`src/rtl/valve_pkg.sv`:
```
// rtl/valve_pkg.sv - shared command, state and error-code definitions for the valve driver
package valve_pkg;

    typedef enum logic [1:0] {
        STOP  = 2'b00,
        DIR_A = 2'b01,
        DIR_B = 2'b10,
        AGUA  = 2'b11
    } cmd_t;

    typedef enum logic [1:0] {
        IDLE = 2'd0,
        RUN  = 2'd1,
        DEAD = 2'd2
    } chan_state_t;

    localparam logic [1:0] ERR_NONE = 2'b00;

endpackage

```
`src/rtl/valve_channel.sv`:
```
// rtl/valve_channel.sv - one zone actuator FSM with minimum on-time and dead time
module valve_channel
    import valve_pkg::*;
#(
    parameter int DEAD_CYC   = 16,
    parameter int MIN_ON_CYC = 64
) (
    input  logic       clk,
    input  logic       reset,
    input  logic [1:0] cmd,
    input  logic       kill,
    output logic [1:0] drv,
    output logic       run
);

    localparam int ON_W   = (MIN_ON_CYC > 0) ? $clog2(MIN_ON_CYC + 1) : 1;
    localparam int DEAD_W = (DEAD_CYC > 1) ? $clog2(DEAD_CYC) : 1;
    localparam logic [ON_W-1:0]   ON_MAX    = ON_W'(MIN_ON_CYC);
    localparam logic [DEAD_W-1:0] DEAD_LAST = DEAD_W'(DEAD_CYC - 1);

    chan_state_t       state_q, state_d;
    logic [1:0]        cur_q, cur_d;
    logic [ON_W-1:0]   on_q, on_d;
    logic [DEAD_W-1:0] dead_q, dead_d;

    always_ff @(posedge clk or posedge reset) begin
        if (reset) begin
            state_q <= IDLE;
            cur_q   <= STOP;
            on_q    <= '0;
            dead_q  <= '0;
        end else begin
            state_q <= state_d;
            cur_q   <= cur_d;
            on_q    <= on_d;
            dead_q  <= dead_d;
        end
    end

    always_comb begin
        state_d = state_q;
        cur_d   = cur_q;
        on_d    = on_q;
        dead_d  = dead_q;
        if (kill) begin
            state_d = IDLE;
        end else begin
            case (state_q)
                IDLE: begin
                    if (cmd != STOP) begin
                        state_d = RUN;
                        cur_d   = cmd;
                        on_d    = '0;
                    end
                end
                RUN: begin
                    if (on_q != ON_MAX) on_d = on_q + 1'b1;
                    // Requests arriving before the hold expires are dropped, not queued
                    if (cmd != cur_q && on_q == ON_MAX) begin
                        if (cmd == STOP) begin
                            state_d = IDLE;
                        end else begin
                            state_d = DEAD;
                            dead_d  = '0;
                        end
                    end
                end
                DEAD: begin
                    dead_d = dead_q + 1'b1;
                    if (dead_q == DEAD_LAST) begin
                        if (cmd == STOP) begin
                            state_d = IDLE;
                        end else begin
                            state_d = RUN;
                            cur_d   = cmd;
                            on_d    = '0;
                        end
                    end
                end
                default: state_d = IDLE;
            endcase
        end
    end

    always_comb begin
        drv = STOP;
        run = 1'b0;
        if (state_q == RUN) begin
            drv = cur_q;
            run = 1'b1;
        end
    end

endmodule

```
`src/rtl/valve_driver.sv`:
```
// rtl/valve_driver.sv - two-zone actuator output stage with fault alarm, blink LED and fault counter
module valve_driver
    import valve_pkg::*;
#(
    parameter int DEAD_CYC   = 16,
    parameter int MIN_ON_CYC = 64,
    parameter int BLINK_CYC  = 1000,
    parameter int FCNT_W     = 8
) (
    input  logic              clk,
    input  logic              reset,
    input  logic [1:0]        r1,
    input  logic [1:0]        r2,
    input  logic [1:0]        e,
    input  logic              ack,
    output logic [1:0]        drv1,
    output logic [1:0]        drv2,
    output logic              run1,
    output logic              run2,
    output logic              alarm,
    output logic              alarm_led,
    output logic [FCNT_W-1:0] fault_cnt
);

    localparam int BLINK_W = (BLINK_CYC > 1) ? $clog2(BLINK_CYC) : 1;
    localparam logic [BLINK_W-1:0] BLINK_LAST = BLINK_W'(BLINK_CYC - 1);

    logic               fault, kill;
    logic               alarm_q, alarm_d;
    logic               fault_prev_q;
    logic               led_q, led_d;
    logic [BLINK_W-1:0] blink_q, blink_d;
    logic [FCNT_W-1:0]  fcnt_q, fcnt_d;

    assign fault = (e != ERR_NONE);
    assign kill  = alarm_q | fault;

    // A fault arriving together with ack wins, so the alarm can never be cleared mid-fault
    assign alarm_d = fault ? 1'b1 : (ack ? 1'b0 : alarm_q);
    assign fcnt_d  = (fault && !fault_prev_q && fcnt_q != '1) ? fcnt_q + 1'b1 : fcnt_q;

    always_comb begin
        led_d   = led_q;
        blink_d = blink_q;
        if (!alarm_d) begin
            led_d   = 1'b0;
            blink_d = '0;
        end else if (!alarm_q) begin
            led_d   = 1'b1;
            blink_d = '0;
        end else if (blink_q == BLINK_LAST) begin
            led_d   = !led_q;
            blink_d = '0;
        end else begin
            blink_d = blink_q + 1'b1;
        end
    end

    always_ff @(posedge clk or posedge reset) begin
        if (reset) begin
            alarm_q      <= 1'b0;
            fault_prev_q <= 1'b0;
            led_q        <= 1'b0;
            blink_q      <= '0;
            fcnt_q       <= '0;
        end else begin
            alarm_q      <= alarm_d;
            fault_prev_q <= fault;
            led_q        <= led_d;
            blink_q      <= blink_d;
            fcnt_q       <= fcnt_d;
        end
    end

    valve_channel #(.DEAD_CYC(DEAD_CYC), .MIN_ON_CYC(MIN_ON_CYC)) u_chan1 (
        .clk   (clk),
        .reset (reset),
        .cmd   (r1),
        .kill  (kill),
        .drv   (drv1),
        .run   (run1)
    );

    valve_channel #(.DEAD_CYC(DEAD_CYC), .MIN_ON_CYC(MIN_ON_CYC)) u_chan2 (
        .clk   (clk),
        .reset (reset),
        .cmd   (r2),
        .kill  (kill),
        .drv   (drv2),
        .run   (run2)
    );

    assign alarm     = alarm_q;
    assign alarm_led = led_q;
    assign fault_cnt = fcnt_q;

endmodule
```
`config.mk`:
```
export PLATFORM = sky130hd
export DESIGN_NAME = valve_driver
export DESIGN_NICKNAME = d
export VERILOG_FILES = /design/src/rtl/valve_pkg.sv /design/src/rtl/valve_channel.sv /design/src/rtl/valve_driver.sv
export SDC_FILE = /design/constraint.sdc
export NUM_CORES = 1
export LEC_CHECK = 0
export ABC_AREA = 1
export CORE_MARGIN = 4
export CORE_UTILIZATION = 58
export DETAILED_ROUTE_END_ITERATION = 12
export GPL_TIMING_DRIVEN = 1
export MAX_ROUTING_LAYER = met4
export PLACE_DENSITY = 0.82
export SLEW_MARGIN = 20
export SYNTH_ARGS = -nofsm -noshare
export SYNTH_HDL_FRONTEND = slang
export SYNTH_SLANG_ARGS = --single-unit
```
`constraint.sdc`:
```
create_clock -name clk -period 2 [get_ports clk]
set_input_delay 0.2 -clock clk [delete_from_list [all_inputs] [get_ports clk]]
set_output_delay 0.2 -clock clk [all_outputs]
set_load 0.03 [all_outputs]
```
==> results of run 1 <==
## worst max-delay path, cell delays in order (launching register included)
cell                              delay, ns
sky130_fd_sc_hd__dfrtp_1               0.45
sky130_fd_sc_hd__inv_1                 0.09
sky130_fd_sc_hd__nor2_2                0.13
sky130_fd_sc_hd__clkdlybuf4s50_1       0.70
## cell usage after synthesis
cell type / number / share of area [%]
sky130_fd_sc_hd__or2_2: 1 / 0.20
sky130_fd_sc_hd__a21oi_1: 5 / 0.82
sky130_fd_sc_hd__clkbuf_1: 1 / 0.12
sky130_fd_sc_hd__clkinv_4: 1 / 0.29
sky130_fd_sc_hd__nor2_4: 4 / 1.5
sky130_fd_sc_hd__dfrtp_1: 51 / 42
sky130_fd_sc_hd__xnor2_1: 6 / 1.7
sky130_fd_sc_hd__nand3_1: 32 / 5.2
sky130_fd_sc_hd__o21ai_0: 17 / 2.8
sky130_fd_sc_hd__inv_2: 2 / 0.25
sky130_fd_sc_hd__nand3b_1: 2 / 0.49
sky130_fd_sc_hd__o21ai_1: 5 / 0.82
sky130_fd_sc_hd__o211ai_1: 1 / 0.25
sky130_fd_sc_hd__a31oi_1: 1 / 0.20
sky130_fd_sc_hd__nand3b_4: 1 / 0.65
sky130_fd_sc_hd__nand2_1: 106 / 13
sky130_fd_sc_hd__xor2_1: 8 / 2.3
sky130_fd_sc_hd__ha_1: 13 / 5.3
sky130_fd_sc_hd__nor4_1: 1 / 0.20
sky130_fd_sc_hd__nor2_2: 2 / 0.41
sky130_fd_sc_hd__nand2_2: 8 / 1.6
sky130_fd_sc_hd__nand3_2: 1 / 0.33
sky130_fd_sc_hd__nor2_1: 33 / 4.0
sky130_fd_sc_hd__buf_6: 3 / 1.1
sky130_fd_sc_hd__and3_1: 1 / 0.20
sky130_fd_sc_hd__nand2_4: 2 / 0.74
sky130_fd_sc_hd__buf_2: 2 / 0.33
sky130_fd_sc_hd__nor3_1: 6 / 0.98
sky130_fd_sc_hd__nand4_1: 11 / 2.2
sky130_fd_sc_hd__o21ai_2: 12 / 3.4
sky130_fd_sc_hd__o21bai_1: 2 / 0.49
sky130_fd_sc_hd__nor3b_1: 1 / 0.25
sky130_fd_sc_hd__inv_1: 46 / 5.6
sky130_fd_sc_hd__nor3b_2: 1 / 0.41
## final cells by class
cell class | count | share of cell area [%]
multi-input combinational | 283 | 44.8
clock inverter | 3 | 0.434
inverter | 49 | 5.46
clock buffer | 5 | 1.99
tap | 70 | 2.53
sequential | 51 | 36.9
timing repair buffer | 27 | 7.89
## final timing paths
check / slack [ns] / cells past startpoint / start / endpoint
setup / recovery: 0.13 / 3 / u_chan2.state_q[0] / run2
hold / removal: 0.25 / 3 / reset / u_chan1.on_q[4]
setup reg to reg: 0.26 / 6 / u_chan1.state_q[0] / u_chan1.on_q[5]
hold reg to reg: 0.47 / 1 / blink_q[0] / blink_q[0]
max in group asynchronous: 1.52 / 3 / reset / u_chan2.state_q[1]
min in group clk: 0.47 / 1 / blink_q[0] / blink_q[0]
## power breakdown
part	total, uW	switching (uW)	internal [uW]	leakage (uW)
clock network	578	338	240	0.0000477
logic	554	325	229	0.000939
registers	1260	124	1140	0.000686
total	2400	786	1610	0.00167
## stage by stage
| step | setup WS, ns | hold WS (ns) | total power (uW) | instance area (um2) | util, % |
|---|---|---|---|---|---|
| 5_1_grt | 0.0380 | 0.298 | 2530 | 3460 | 67.7 |
| 4_1_cts | 0.0295 | 0.257 | 2420 | 3460 | 67.7 |
| 6_report | 0.128 | 0.249 | 2400 | 3460 | 67.7 |
| 3_3_place_gp | 0.204 | 0.456 | 1820 | 3380 | 66.1 |
| 2_1_floorplan | 0.352 | 0.291 | 1630 | 3060 | - |
| 3_5_place_dp | 0.139 | 0.467 | 1840 | 3380 | 66.1 |
## state kept, by name, summed over array words and instances (netlist names), 4 cells and up
name            count
u_chan1.on_q        7
blink_q            10
fault_cnt           8
u_chan1.dead_q      4
u_chan2.on_q        7
u_chan2.dead_q      4
## cells by family (layout without fill, tap and decap cells)
| kind of cell | count (synthesis) | in the layout | synth area share (%) |
|---|---|---|---|
| xor+xnor | 14 | 14 | 4.00 |
| fa+ha+maj | 13 | 13 | 5.31 |
| simple gates | 213 | 213 | 32.5 |
| compound gates | 43 | 43 | 8.79 |
| buf+inv | 55 | 84 | 7.72 |
| flops | 51 | 51 | 41.7 |
## metal layers
layer	global-route usage [%]	wire length (um)	vias to the layer above
li1	-	-	1300
met1	25.1	2650	1182
met2	35.0	2840	34
met3	4.04	157	8
met4	6.08	69	0
met5	-	0	-
## repair_timing
action	4_1_cts	5_1_grt
buffers inserted	0	0
hold endpoints to repair	0	0
resized for setup	4	1
endpoints found under the setup margin	4	1
hold buffers	0	0
==> results.cfg, run 1 <==
[setup_path]
critical_path.startpoint_type = register
worstSetupPathType = register to primary output
required_ns = 1.80
worst-endpoint-arrival_ns = 1.67
cp_capture_type = primary output
path_max_fanout = 4

[synth]
postSynthNetCount = 411
post_synth_instance_area_mm2 = 0.00306
ys_seq_area_share_pct = 41.7
synth_register_bits = 51
synth.lib_cells_used.distinct = 34
synth.avg_cell_area_um2 = 7.87
syn-instance-count = 389
yosys_warnings = 0

[timing]
max_slew.worst_pin.slew_ns = 0.367
min_period_over_period_pct = 93.6
finalSetupViolCount = 0
clock-skew-final_ns = 0.00554
slew-limit-headroom_pct = 75.5
grt_setup_unrepaired = no
finalMaxSlewViolations = 0
period_minus_slack_ns = 1.87
fin_setup_tns_ns = 0
max_freq_ghz = 0.534
final_hold_viol_count = 0

[final_layout]
share_of_cells_above_drive_strength_1_pct = 11.2
filler_cell_count = 420
finalNonFillerCells = 488
area_growth_syn_to_layout_pct = 13.0
final_cell_mix = sky130_fd_sc_hd__nand2_1 (106), sky130_fd_sc_hd__dfrtp_1 (51), sky130_fd_sc_hd__inv_1 (45)
num-nets-final = 439
multi_input_comb_area_mm2 = 0.00155
antenna_cells = 0
seq_area_mm2 = 0.00128
layout_commonest_cell = sky130_fd_sc_hd__nand2_1

[detailed_routing]
antenna_violating_nets_post_route = 0
remaining_drc_errors = 0
routed_length_per_instance_um = 11.7
drtIter0Drc = 119
routed_wl_mm = 5.72
dr_total_vias = 2524
detail_route.first_pass.iterations = 4
via_per_inst = 5.17

[place]
port_buffers = 24
numPlacedInstances = 480
hpwl_mm = 4.26
global_placement_routability_congestion = 0.829

[global_routing]
globalRouteOverflowTotal = 0
grt_antenna_before_repair = 0
grt.total_usage_pct = 20.7
grt_start_max_net_pins = 52
grt_first_pass_wirelength_mm = 10.5
first_global_vias = 2525

[die]
io_pins = 25
height_of_the_die_um = 80.7
initial_core_utilization_pct = 59.9
die_w_um = 80.7
placement_rows = 26
fp.coreArea_mm2 = 0.00511
floorplan.die_area_mm2 = 0.00651

[power]
power_per_cell_area_mw_per_mm2 = 693
vdd_ir_drop_max_v = 0.000358
leakagePower_uw = 0.00167

[clock_tree]
cts.sinks = 51
clk_root_buffer_cell = sky130_fd_sc_hd__clkbuf_8
tritoncts = yes
cts-buffers-inserted = 5
clock_path_buffers = 2
cts-htree-levels = 2
clkLatencyLatePin_ns = 0.30
clock_slew_at_reported_path_ffs_ns = 0.09

[worst_hold_path]
hold_class = input pin to asynchronous set/reset pin

[status]
run_status = complete, no violations

[run]
timing.max_cap.violations = 0
No activity file was read; power rests on OpenSTA's default activity.
==> run 2: changes to the inputs <==
--- a/config.mk
+++ b/config.mk
@@ -6,12 +6,13 @@
 export NUM_CORES = 1
 export LEC_CHECK = 0
 export ABC_AREA = 1
+export CAP_MARGIN = 20
 export CORE_MARGIN = 4
 export CORE_UTILIZATION = 58
 export DETAILED_ROUTE_END_ITERATION = 12
 export GPL_TIMING_DRIVEN = 1
 export MAX_ROUTING_LAYER = met4
-export PLACE_DENSITY = 0.82
+export PLACE_DENSITY = 0.8
 export SLEW_MARGIN = 20
 export SYNTH_ARGS = -nofsm -noshare
 export SYNTH_HDL_FRONTEND = slang
==> run 2 against run 1 <==
Against the previous run:
- sequential power is essentially flat
- via count grew 0.40%
- largest cell class unchanged
- maximum frequency grew 1.4%
- sequential cell count is the same
- die area is the same
- global-route usage shrank 0.78 points
- clock power grew 2%
- hold slack lost 0.013 ns
==> results.cfg, run 2 (synthesis results as in run 1) <==
[status]
run_status = complete, no violations

[clock_tree]
cts-htree-levels = 2
tritoncts = yes
clk_root_buffer_cell = sky130_fd_sc_hd__clkbuf_8
clkLatencyLatePin_ns = 0.30
clock_path_buffers = 2
clock_slew_at_reported_path_ffs_ns = 0.09
cts-buffers-inserted = 5
cts.sinks = 51
post_cts_buffers = 0

[detailed_routing]
drtIter0Drc = 109
antenna_violating_nets_post_route = 0
remaining_drc_errors = 0
routed_length_per_instance_um = 11.4
detail_route.first_pass.iterations = 4
via_per_inst = 5.20
dr_total_vias = 2534
routed_wl_mm = 5.58

[timing]
grt_setup_unrepaired = no
period_minus_slack_ns = 1.85
final_hold_viol_count = 0
finalMaxSlewViolations = 0
max_freq_ghz = 0.542
slew-limit-headroom_pct = 67.4
finalSetupViolCount = 0
clock-skew-final_ns = 0.00483
fin_setup_tns_ns = 0
min_period_over_period_pct = 92.3
max_slew.worst_pin.slew_ns = 0.489

[setup_path]
timing.critical_path.slowest_cell_delay_ns = 0.43
path_max_fanout = 6
required_ns = 1.80
worst-endpoint-arrival_ns = 1.65
critical_path.startpoint_type = register
worstSetupPathType = register to primary output
worst_path_cell_trace = inv_1, nor2_2, inv_1, nor2_1, dlygate4sd2_1
worst_path_most_repeated_cell = sky130_fd_sc_hd__inv_1
cp_capture_type = primary output
crit_path_top_delay_cell = sky130_fd_sc_hd__dfrtp_1
timing.reg2reg.setup_slack_ns = 0.34

[worst_hold_path]
hold_class = input pin to asynchronous set/reset pin

[final_layout]
largest_register_ffs = 10
filler_cell_count = 430
seq_area_mm2 = 0.00128
final_cell_mix = sky130_fd_sc_hd__nand2_1 (106), sky130_fd_sc_hd__dfrtp_1 (51), sky130_fd_sc_hd__inv_1 (45)
antenna_cells = 0
area_growth_syn_to_layout_pct = 13.0
layout_commonest_cell = sky130_fd_sc_hd__nand2_1
share_of_cells_above_drive_strength_1_pct = 11.0
biggest_register = blink_q
final_area_mm2 = 0.00346
num-nets-final = 439
multi_input_comb_area_mm2 = 0.00155
layout.core_utilization_pct = 67.8

[place]
hpwl_mm = 4.21
port_buffers = 24
placement.cell_area_mm2 = 0.00338
global_placement_routability_congestion = 0.813

[global_routing]
grt_first_pass_wirelength_mm = 9.99
grt_antenna_before_repair = 0
globalRouteOverflowTotal = 0
grt_start_max_net_pins = 32
grt.total_usage_pct = 19.9
first_global_vias = 2386

[power]
leakagePower_uw = 0.00168
vdd_ir_drop_max_v = 0.000451
power_per_cell_area_mw_per_mm2 = 696

[run]
timing.max_cap.violations = 0

[die]
die_w_um = 80.7
placement_rows = 26
fp.coreArea_mm2 = 0.00511
io_pins = 25
initial_core_utilization_pct = 59.9
height_of_the_die_um = 80.7
floorplan.die_area_mm2 = 0.00651
-- run 2: path summary, 6_finish.rpt --
| kind | from | endpoint | depth (start not counted) |
|---|---|---|---|
| setup reg to reg | u_chan1.state_q[0] | u_chan1.on_q[4] | 7 |
| max in group asynchronous | reset | fault_cnt[2] | 3 |
| setup / recovery | u_chan2.state_q[0] | drv2[0] | 5 |
| hold reg to reg | blink_q[0] | blink_q[0] | 1 |
| hold / removal | reset | u_chan1.cur_q[0] | 2 |
| min in group clk | blink_q[0] | blink_q[0] | 1 |
-- run 2: stage by stage --
step / hold WS, ns / instances / total power [uW] / worst slack (ns)
after floorplan: 0.291 / 389 / 1630 / 0.352
after global placement: 0.447 / 480 / 1820 / 0.195
after detailed placement: 0.454 / 480 / 1840 / 0.174
after CTS: 0.244 / 487 / 2440 / 0.0254
after global routing: 0.250 / 487 / 2550 / 0.0198
final: 0.236 / 487 / 2410 / 0.154
-- run 2: layer usage --
| layer | GRT usage (%) | wire length (um) |
|---|---|---|
| met1 | 24.3 | 2640 |
| met5 | - | 0 |
| met2 | 33.4 | 2730 |
| met3 | 3.70 | 146 |
| met4 | 6.42 | 60 |
-- run 2: cell type report --
type,instances,area share [%]
multi-input cells,283,44.8
repair buffers,27,7.85
clock inverters,1,0.145
clock buffers,6,2.39
inverters,49,5.46
flip-flops and latches,51,36.9
well taps,70,2.53
-- run 2: critical path: cells and delay by family (launching register included) --
family                 cells  cell delay, ns
buffers and inverters      3            0.59
flip-flops                 1            0.43
AND/OR/NAND/NOR            2            0.32
-- run 2: power breakdown --
part	internal, uW	total (uW)	switching (uW)
registers	1140	1260	121
clock network	272	592	321
logic	229	554	325
-- run 2: what timing repair did --
action                     CTS  global route
setup endpoints to repair    5             1
hold buffers                 0             0
gates resized for setup      5             1
cloned                       0             0
==> run 3: changes to the inputs <==
--- a/config.mk
+++ b/config.mk
@@ -6,7 +6,7 @@
 export NUM_CORES = 1
 export LEC_CHECK = 0
 export ABC_AREA = 1
-export CAP_MARGIN = 20
+export CAP_MARGIN = 15
 export CORE_MARGIN = 4
 export CORE_UTILIZATION = 58
 export DETAILED_ROUTE_END_ITERATION = 12
@@ -17,3 +17,4 @@
 export SYNTH_ARGS = -nofsm -noshare
 export SYNTH_HDL_FRONTEND = slang
 export SYNTH_SLANG_ARGS = --single-unit
+export TNS_END_PERCENT = 50
==> constraint.sdc (replaced) <==
create_clock -name clk -period 2 [get_ports clk]
set_input_delay 0.2 -clock clk [delete_from_list [all_inputs] [get_ports clk]]
set_output_delay 0.2 -clock clk [all_outputs]
set_load 0.02 [all_outputs]
==> run 3 against run 2 <==
Against the previous run:
- final cell count grew 0.21%
- register-to-register slack worse by 0.06 ns
- setup slack got worse by 0.034 ns
- non-clock buffer count unchanged
- count of clock-buffer cells in the layout is the same
- die area did not move
- critical path type unchanged
==> results.cfg, run 3 (synthesis results as in run 1) <==
[setup_path]
timing.critical_path.slowest_cell_delay_ns = 0.63
required_ns = 1.80
rr_worst_depth = 7
crit_path_top_delay_cell = sky130_fd_sc_hd__clkdlybuf4s50_1
worst_path_cell_trace = inv_1, ha_1, clkdlybuf4s50_1
critical_path.startpoint_type = register
path_max_fanout = 5
worst-endpoint-arrival_ns = 1.68
timing.critical_path.depth = 3
worstSetupPathType = register to primary output
kind_of_cell_adding_the_most_delay_to_the_critical_path = buffers and inverters
timing.critical_path.buf_inv = 2
cp_capture_type = primary output

[detailed_routing]
routed_wl_mm = 5.90
detail_route.first_pass.iterations = 4
routed_length_per_instance_um = 12.1
antenna_violating_nets_post_route = 0
via_per_inst = 5.19
dr_total_vias = 2533
drtIter0Drc = 159
remaining_drc_errors = 0

[clock_tree]
cts.sinks = 51
clock_path_buffers = 2
clock_slew_at_reported_path_ffs_ns = 0.10
cts-htree-levels = 2
hold_buffers = 0
post_cts_buffers = 0
clkLatencyLatePin_ns = 0.31
clk_root_buffer_cell = sky130_fd_sc_hd__clkbuf_8
cts_resized = 1
tritoncts = yes
cts-buffers-inserted = 5

[final_layout]
filler_cell_count = 421
num-nets-final = 439
area_growth_syn_to_layout_pct = 14.6
antenna_cells = 0
layout.core_utilization_pct = 68.7
share_of_cells_above_drive_strength_1_pct = 11.2
largest_register_ffs = 10
biggest_register = blink_q
final_cell_mix = sky130_fd_sc_hd__nand2_1 (106), sky130_fd_sc_hd__dfrtp_1 (51), sky130_fd_sc_hd__inv_1 (45)
layout_commonest_cell = sky130_fd_sc_hd__nand2_1

[place]
hpwl_mm = 4.05
port_buffers = 24
global_placement_routability_congestion = 0.821

[global_routing]
use_met2_pct = 34.5
met1_routing_resource_usage_after_global_routing_pct = 25.5
grt_antenna_before_repair = 0
first_global_vias = 2397
globalRouteOverflowTotal = 0
grt_first_pass_wirelength_mm = 10.4
grt.total_usage_pct = 20.8
grt_start_max_net_pins = 52
grt.busiest_layer = met2
groute.layer.met3.usage_pct = 4.04

[die]
placement_rows = 26
floorplan.die_area_mm2 = 0.00651
die_w_um = 80.7
fp.coreArea_mm2 = 0.00511
height_of_the_die_um = 80.7
initial_core_utilization_pct = 59.9
io_pins = 25

[timing]
grt_setup_unrepaired = no
finalSetupViolCount = 0
finalMaxSlewViolations = 0
fin_setup_tns_ns = 0
max_freq_ghz = 0.532
final_hold_viol_count = 0
slew-limit-headroom_pct = 75.3
clock-skew-final_ns = 0.00764
period_minus_slack_ns = 1.88
max_slew.worst_pin.slew_ns = 0.369
min_period_over_period_pct = 94.0

[power]
power_uw = 2530
vdd_ir_drop_max_v = 0.000415
leakagePower_uw = 0.00172
power_per_cell_area_mw_per_mm2 = 720

[worst_hold_path]
hold_class = input pin to asynchronous set/reset pin

[run]
timing.max_cap.violations = 0

[status]
run_status = complete, no violations
==> run 3: changes by cell type in the layout (fill, tap and decap cells not counted), sizes merged <==
cell           change
bufinv             +1
clkdlybuf4s50      +2
dlygate4sd2        -5
dlymetal6s2s       +3
==> run 3: layout make-up <==
class,instances,area [um2],area share [%]
multi-input cells,283,1550,44.3
clock buffers,6,82.6,2.35
well taps,70,87.6,2.50
inverters,49,189,5.38
clock inverters,2,35.0,0.998
repair buffers,27,285,8.13
flip-flops and latches,51,1280,36.4
==> run 3: metrics by stage <==
step	cells	instance area [um2]	hold WS (ns)	setup slack [ns]
after CTS	488	3500	0.268	0.0125
after detailed placement	480	3380	0.452	0.124
final	488	3510	0.251	0.120
after global routing	488	3510	0.284	0.0442
after global placement	480	3380	0.445	0.192
after floorplan	389	3060	0.291	0.448
==> run 3: where the power goes <==
group / internal (uW) / leakage (uW) / switching, uW / total (uW)
clock network: 405 / 0.0000612 / 351 / 756
registers: 1140 / 0.000686 / 121 / 1260
logic: 229 / 0.000976 / 278 / 507
==> run 3: worst paths after layout <==
| kind | slack [ns] | to | start |
|---|---|---|---|
| min | 0.25 | u_chan1.on_q[1] | reset |
| max in group asynchronous | 1.51 | u_chan1.state_q[1] | reset |
| min reg2reg | 0.46 | blink_q[0] | blink_q[0] |
| max reg2reg | 0.28 | u_chan1.on_q[6] | u_chan1.state_q[0] |
| min in group clk | 0.46 | blink_q[0] | blink_q[0] |
| max | 0.12 | run1 | u_chan1.state_q[1] |
==> run 3: metal layers <==
| layer | wire (um) | up-vias | part of all wire [%] |
|---|---|---|---|
| met5 | 0 | - | 0 |
| met4 | 24 | 0 | 0.41 |
| met3 | 217 | 2 | 3.7 |
| met2 | 3030 | 49 | 51 |
| met1 | 2630 | 1181 | 44 |
| li1 | - | 1301 | - |
==> run 3: tightest hold or removal path, cell delays in order <==
cell	delay [ns]
sky130_fd_sc_hd__clkdlybuf4s50_1	0.42
sky130_fd_sc_hd__inv_2	0.07
sky130_fd_sc_hd__buf_12	0.26
